$ cat src/rtl/mem_pkg.sv
// Shared types and constants for the byte-sequencing memory initiator.
// Holds the FSM state encoding, the bus direction values and the idle
// levels of the memory strobes.
package mem_pkg;

  typedef enum logic [1:0] {
    ST_IDLE  = 2'd0,
    ST_BYTE0 = 2'd1,
    ST_BYTE1 = 2'd2,
    ST_RESP  = 2'd3
  } state_t;

  // Bus direction as seen by the memory block.
  localparam logic DIR_TO_MEM   = 1'b0;
  localparam logic DIR_FROM_MEM = 1'b1;

  // Strobe levels while no byte cycle is in progress.
  localparam logic IDLE_LOAD     = 1'b0;
  localparam logic IDLE_ASSERT_N = 1'b1;

endpackage

$ cat src/rtl/mem_master.sv
// Memory initiator: turns 8/16-bit load/store requests into little-endian byte cycles.
// Latency: rsp_valid in the 2nd (narrow) / 3rd (wide) cycle after the accept cycle.
// Backpressure: req_ready only in IDLE; the response is held until rsp_ready.
module mem_master
  import mem_pkg::*;
#(
  parameter int WIDTH_ADDR = 16,
  parameter int WIDTH      = 8
) (
  input  logic                  clk,
  input  logic                  reset,
  input  logic                  req_valid,
  output logic                  req_ready,
  input  logic                  req_write,
  input  logic                  req_wide,
  input  logic [WIDTH_ADDR-1:0] req_addr,
  input  logic [2*WIDTH-1:0]    req_wdata,
  output logic                  rsp_valid,
  input  logic                  rsp_ready,
  output logic [2*WIDTH-1:0]    rsp_data,
  output logic [WIDTH_ADDR-1:0] mem_addr,
  output logic                  mem_bus_dir,
  output logic [WIDTH-1:0]      mem_wdata,
  output logic                  mem_load,
  output logic                  mem_assert_n,
  input  logic [WIDTH-1:0]      mem_rdata
);

  state_t                r_state;
  logic                  r_write;
  logic                  r_wide;
  logic [WIDTH_ADDR-1:0] r_addr;
  logic [WIDTH-1:0]      r_wdata_hi;
  logic                  r_req_ready;
  logic                  r_rsp_valid;
  logic [2*WIDTH-1:0]    r_rsp_data;
  logic [WIDTH_ADDR-1:0] r_mem_addr;
  logic                  r_mem_dir;
  logic [WIDTH-1:0]      r_mem_wdata;
  logic                  r_mem_load;
  logic                  r_mem_assert_n;

  // Address of the high byte; the adder width gives modulo-2^WIDTH_ADDR wrap.
  logic [WIDTH_ADDR-1:0] w_addr_inc;
  assign w_addr_inc = r_addr + {{(WIDTH_ADDR-1){1'b0}}, 1'b1};

  // Request/response sequencing with all memory-side outputs registered.
  always_ff @(posedge clk) begin
    if (reset) begin
      r_state        <= ST_IDLE;
      r_write        <= 1'b0;
      r_wide         <= 1'b0;
      r_addr         <= '0;
      r_wdata_hi     <= '0;
      r_req_ready    <= 1'b1;
      r_rsp_valid    <= 1'b0;
      r_rsp_data     <= '0;
      r_mem_addr     <= '0;
      r_mem_dir      <= DIR_FROM_MEM;
      r_mem_wdata    <= '0;
      r_mem_load     <= IDLE_LOAD;
      r_mem_assert_n <= IDLE_ASSERT_N;
    end else begin
      case (r_state)
        ST_IDLE: begin
          if (req_valid) begin
            r_write     <= req_write;
            r_wide      <= req_wide;
            r_addr      <= req_addr;
            r_wdata_hi  <= req_wdata[2*WIDTH-1:WIDTH];
            r_req_ready <= 1'b0;
            r_rsp_data  <= '0;
            r_mem_addr  <= req_addr;
            if (req_write) begin
              r_mem_dir      <= DIR_TO_MEM;
              r_mem_load     <= 1'b1;
              r_mem_wdata    <= req_wdata[WIDTH-1:0];
              r_mem_assert_n <= IDLE_ASSERT_N;
            end else begin
              r_mem_dir      <= DIR_FROM_MEM;
              r_mem_load     <= IDLE_LOAD;
              r_mem_wdata    <= '0;
              r_mem_assert_n <= 1'b0;
            end
            r_state <= ST_BYTE0;
          end
        end
        ST_BYTE0: begin
          if (!r_write) begin
            r_rsp_data[WIDTH-1:0] <= mem_rdata;
          end
          if (r_wide) begin
            // Keep direction and strobes; only address and store byte change.
            r_mem_addr  <= w_addr_inc;
            r_mem_wdata <= r_write ? r_wdata_hi : '0;
            r_state     <= ST_BYTE1;
          end else begin
            r_mem_addr     <= '0;
            r_mem_dir      <= DIR_FROM_MEM;
            r_mem_wdata    <= '0;
            r_mem_load     <= IDLE_LOAD;
            r_mem_assert_n <= IDLE_ASSERT_N;
            r_rsp_valid    <= 1'b1;
            r_state        <= ST_RESP;
          end
        end
        ST_BYTE1: begin
          if (!r_write) begin
            r_rsp_data[2*WIDTH-1:WIDTH] <= mem_rdata;
          end
          r_mem_addr     <= '0;
          r_mem_dir      <= DIR_FROM_MEM;
          r_mem_wdata    <= '0;
          r_mem_load     <= IDLE_LOAD;
          r_mem_assert_n <= IDLE_ASSERT_N;
          r_rsp_valid    <= 1'b1;
          r_state        <= ST_RESP;
        end
        ST_RESP: begin
          if (rsp_ready) begin
            r_rsp_valid <= 1'b0;
            r_rsp_data  <= '0;
            r_req_ready <= 1'b1;
            r_state     <= ST_IDLE;
          end
        end
        default: begin
          r_state <= ST_IDLE;
        end
      endcase
    end
  end

  assign req_ready    = r_req_ready;
  assign rsp_valid    = r_rsp_valid;
  assign rsp_data     = r_rsp_data;
  assign mem_addr     = r_mem_addr;
  assign mem_bus_dir  = r_mem_dir;
  assign mem_wdata    = r_mem_wdata;
  assign mem_assert_n = r_mem_assert_n;
  // A reset landing on a store byte cycle must not commit that byte, so the
  // write strobe is masked by reset before the memory samples it.
  assign mem_load     = r_mem_load & ~reset;

endmodule

$ cat config.mk
export PLATFORM = sky130hd
export DESIGN_NAME = mem_master
export DESIGN_NICKNAME = d
export VERILOG_FILES = /design/src/rtl/mem_pkg.sv /design/src/rtl/mem_master.sv
export SDC_FILE = /design/constraint.sdc
export NUM_CORES = 1
export LEC_CHECK = 0
export ABC_AREA = 1
export BUFFER_PORTS_ARGS = -buffer_cell sky130_fd_sc_hd__buf_2
export CAP_MARGIN = 10
export CORE_ASPECT_RATIO = 0.9
export CORE_MARGIN = 2
export CORE_UTILIZATION = 25
export DETAILED_ROUTE_END_ITERATION = 8
export PLACE_DENSITY_LB_ADDON = 0.05
export SYNTH_ARGS = -nofsm -noshare
export SYNTH_HDL_FRONTEND = slang
export SYNTH_SLANG_ARGS = --single-unit
export TNS_END_PERCENT = 100
$ cat constraint.sdc
create_clock -name clk -period 3.3 [get_ports clk]
set_input_delay 0.66 -clock clk [delete_from_list [all_inputs] [get_ports clk]]
set_output_delay 0.66 -clock clk [all_outputs]
set_load 0.05 [all_outputs]
==> metrics <==
Final #Nets=589; maximum VDD drop=0.000281 V; share of layout cells above drive strength 1=21.9%; internal cell power=0.00228 W; area of the multi-input gates=1580 um^2; Worst setup startpoint=r_state[0]; total wire length=9.86 mm; worst setup path class=flip-flop to flip-flop; Hold Violations, Final=0; Layout area overhead=25.8%; vias in the first global route=3158; crit-path cells=inv_1, ha_1, inv_4, nor2_2, a211oi_4, nand2_1, o21ai_1, nor2_1; CTS root buf=clkbuf_16; met2 WL=3.92 mm; hpwl dp=7.13 mm; Pwr Density=1040 nW/um^2; Avg Inst Size Synth=7.32 um^2; DP Area=3880 um^2; post-layout minimum cycle time=2260 ps; clk_lat worst skew=340 ps; die area=14200 um^2; Hold Startpoint=mem_bus_dir; Startpoint Class=flip-flop; Max-Cap Viols=0; crit share post-route=68.5%; FF/Latch Area=1460 um^2; top layer in use=met4; Clock Sinks=73; Mapped Area=3310 um^2; cts repair resizes=0; TritonRoute pass-1 iters=5; DIE WIDTH=125 um; Num CTS Buffers=9; hold buffer count at CTS=0; Unique masters post-synth=30; first-pass GRT wire length=16.2 mm; core area=12800 um^2; Post-CTS Setup Repair Bufs=0; DRT iter0 DRCs=191; switching share of power=47.4%; setup TNS=0 ps; WL per Instance=14.0 um; r2r setup slk=1040 ps; Leakage=1.87 nW; CP max stage cell=a211oi_4; number of synthesized flops with an enable pin=0; num ports=91; combinational group share of total power=45.8%; final instance area=4170 um^2; total grt overflow=0; CTS tree=built; outcome=complete, no violations; crit end category=flip-flop; Slew @ Worst Pin=747 ps; Worst Path Arrival=2470 ps; Clk network pwr share=22.2%; ys async rst share=0%; WL met1=5.22 mm; WP buf/inv=2; Post-synth top flop=dfxtp_1; num rows=39; family with the most delay on the worst path=compound AO/OA/AOI/OAI gates; Synth Net Count=506; power consumption=0.00434 W; Hold Path Depth=1; vias per cell=4.58; FF-to-FF End=rsp_data[0]; largest net degree at the start of global routing=26; # fillers=1429; Setup Skew=7.82 ps; met3 wire len=543 um; CP max stage delay=580 ps; H-tree depth=3; Clock Tree Buf Depth=2; Initial Util=25.8%; Setup violations, final=0; slew margin rel.=50.2%; crit-path max FO=19; Worst EP required=3510 ps; initial antenna violation count=0; PortBufs=90; n_diodes=0; DRC=0; RSZ-0062 raised after global routing=false; Worst Hold Class=flip-flop to flip-flop; number of synthesized register bits=73; Clk pin slew, worst setup/hold paths=50 ps; Slew Viols, Final=0; routability cong.=0.802; Routed Antenna Nets=0; Seq pwr share=32.0%; vias after detailed routing=3217; Worst Hold End=mem_bus_dir; Reg2Reg Depth=8; synth warn=0; sequential area share after synthesis=44.1%; Mapped Cells=453; FF-to-FF Start=r_state[0]; Die H=113 um; net switching power=0.00206 W; Overall Global Routing Usage=14.4%; fmax=442 MHz
==> final cells by class <==
cell class | count | area share [%]
clock buffers | 10 | 5.73
multi-input cells | 318 | 37.9
well taps | 164 | 4.92
flip-flops and latches | 73 | 35.1
clock inverters | 4 | 1.08
inverters | 39 | 3.57
repair buffers | 95 | 11.7
==> layer usage <==
layer | vias up | track usage (%)
met5 | - | 0
met4 | 0 | 5.70
li1 | 1681 | -
met2 | 84 | 20.6
met1 | 1440 | 20.5
met3 | 12 | 4.02
==> power by group through the flow <==
stage | clock network [W] | logic, W | registers, W
6_report | 0.000961 | 0.00199 | 0.00139
5_1_grt | 0.00103 | 0.00219 | 0.00143
4_1_cts | 0.000998 | 0.00201 | 0.00139
3_5_place_dp | 0 | 0.00200 | 0.00141
3_3_place_gp | 0 | 0.00200 | 0.00141
2_1_floorplan | 0 | 0.000910 | 0.00204
==> Yosys cell counts, types with 2 or more instances <==
library cell  number  area (um^2)
nand2_1           70          263
buf_6              4         45.0
clkbuf_1          16         60.1
nand3_1           42          210
nor2_1            56          210
a21oi_1           57          285
inv_1             36          135
buf_2              2         10.0
ha_1               7         87.6
dfxtp_1           73         1460
o21ai_1            9         45.0
o21ai_0           53          265
o211ai_1          11         82.6
==> cell families after synthesis <==
kind of cell	after synthesis	share of synthesized area, %
compound gates	136	22.2
buf+inv	62	8.19
simple gates	175	22.9
flops	73	44.1
fa+ha+maj	7	2.64
==> state kept, by name, indices dropped and copies added, names as in the netlist, 2 cells and up <==
register,flops
mem_addr,16
r_addr,16
rsp_data,16
mem_wdata,8
r_wdata_hi,8
r_state,2
==> metrics by stage <==
stage | instances | util (%) | hold WS [ps] | setup WS [ps]
2_1_floorplan | 453 | - | 432 | 915
3_3_place_gp | 689 | 30.3 | 438 | 1020
3_5_place_dp | 689 | 30.3 | 442 | 989
4_1_cts | 703 | 32.5 | 454 | 1020
5_1_grt | 703 | 32.5 | 461 | 804
6_report | 703 | 32.5 | 450 | 1040
==> worst max path at each step <==
stage               slack [ps]           to  cells after the start
CTS                       1020  rsp_data[0]                      8
finish                    1040  rsp_data[0]                      8
global placement          1020  rsp_data[0]                      8
global route               800  rsp_data[2]                      8
detailed placement         990   r_mem_load                      6
floorplan                  920     mem_load                      3
==> cell usage in the layout, fill, tap and decap left out, drive strengths merged <==
cell,synthesis,routed
a21boi,1,1
nor2,58,58
o22ai,1,1
dfxtp,73,73
nor3,1,1
ha,7,7
nand3,42,42
and3b,1,1
a21o,1,1
buf,7,95
clkbuf,16,10
bufinv,0,1
clkinv,1,4
o211ai,11,11
a21oi,58,58
inv,38,38
o21ai,62,62
nand2,72,72
nand4,1,1
a211oi,2,2
Note: power is estimated with default switching activity, not from simulation.
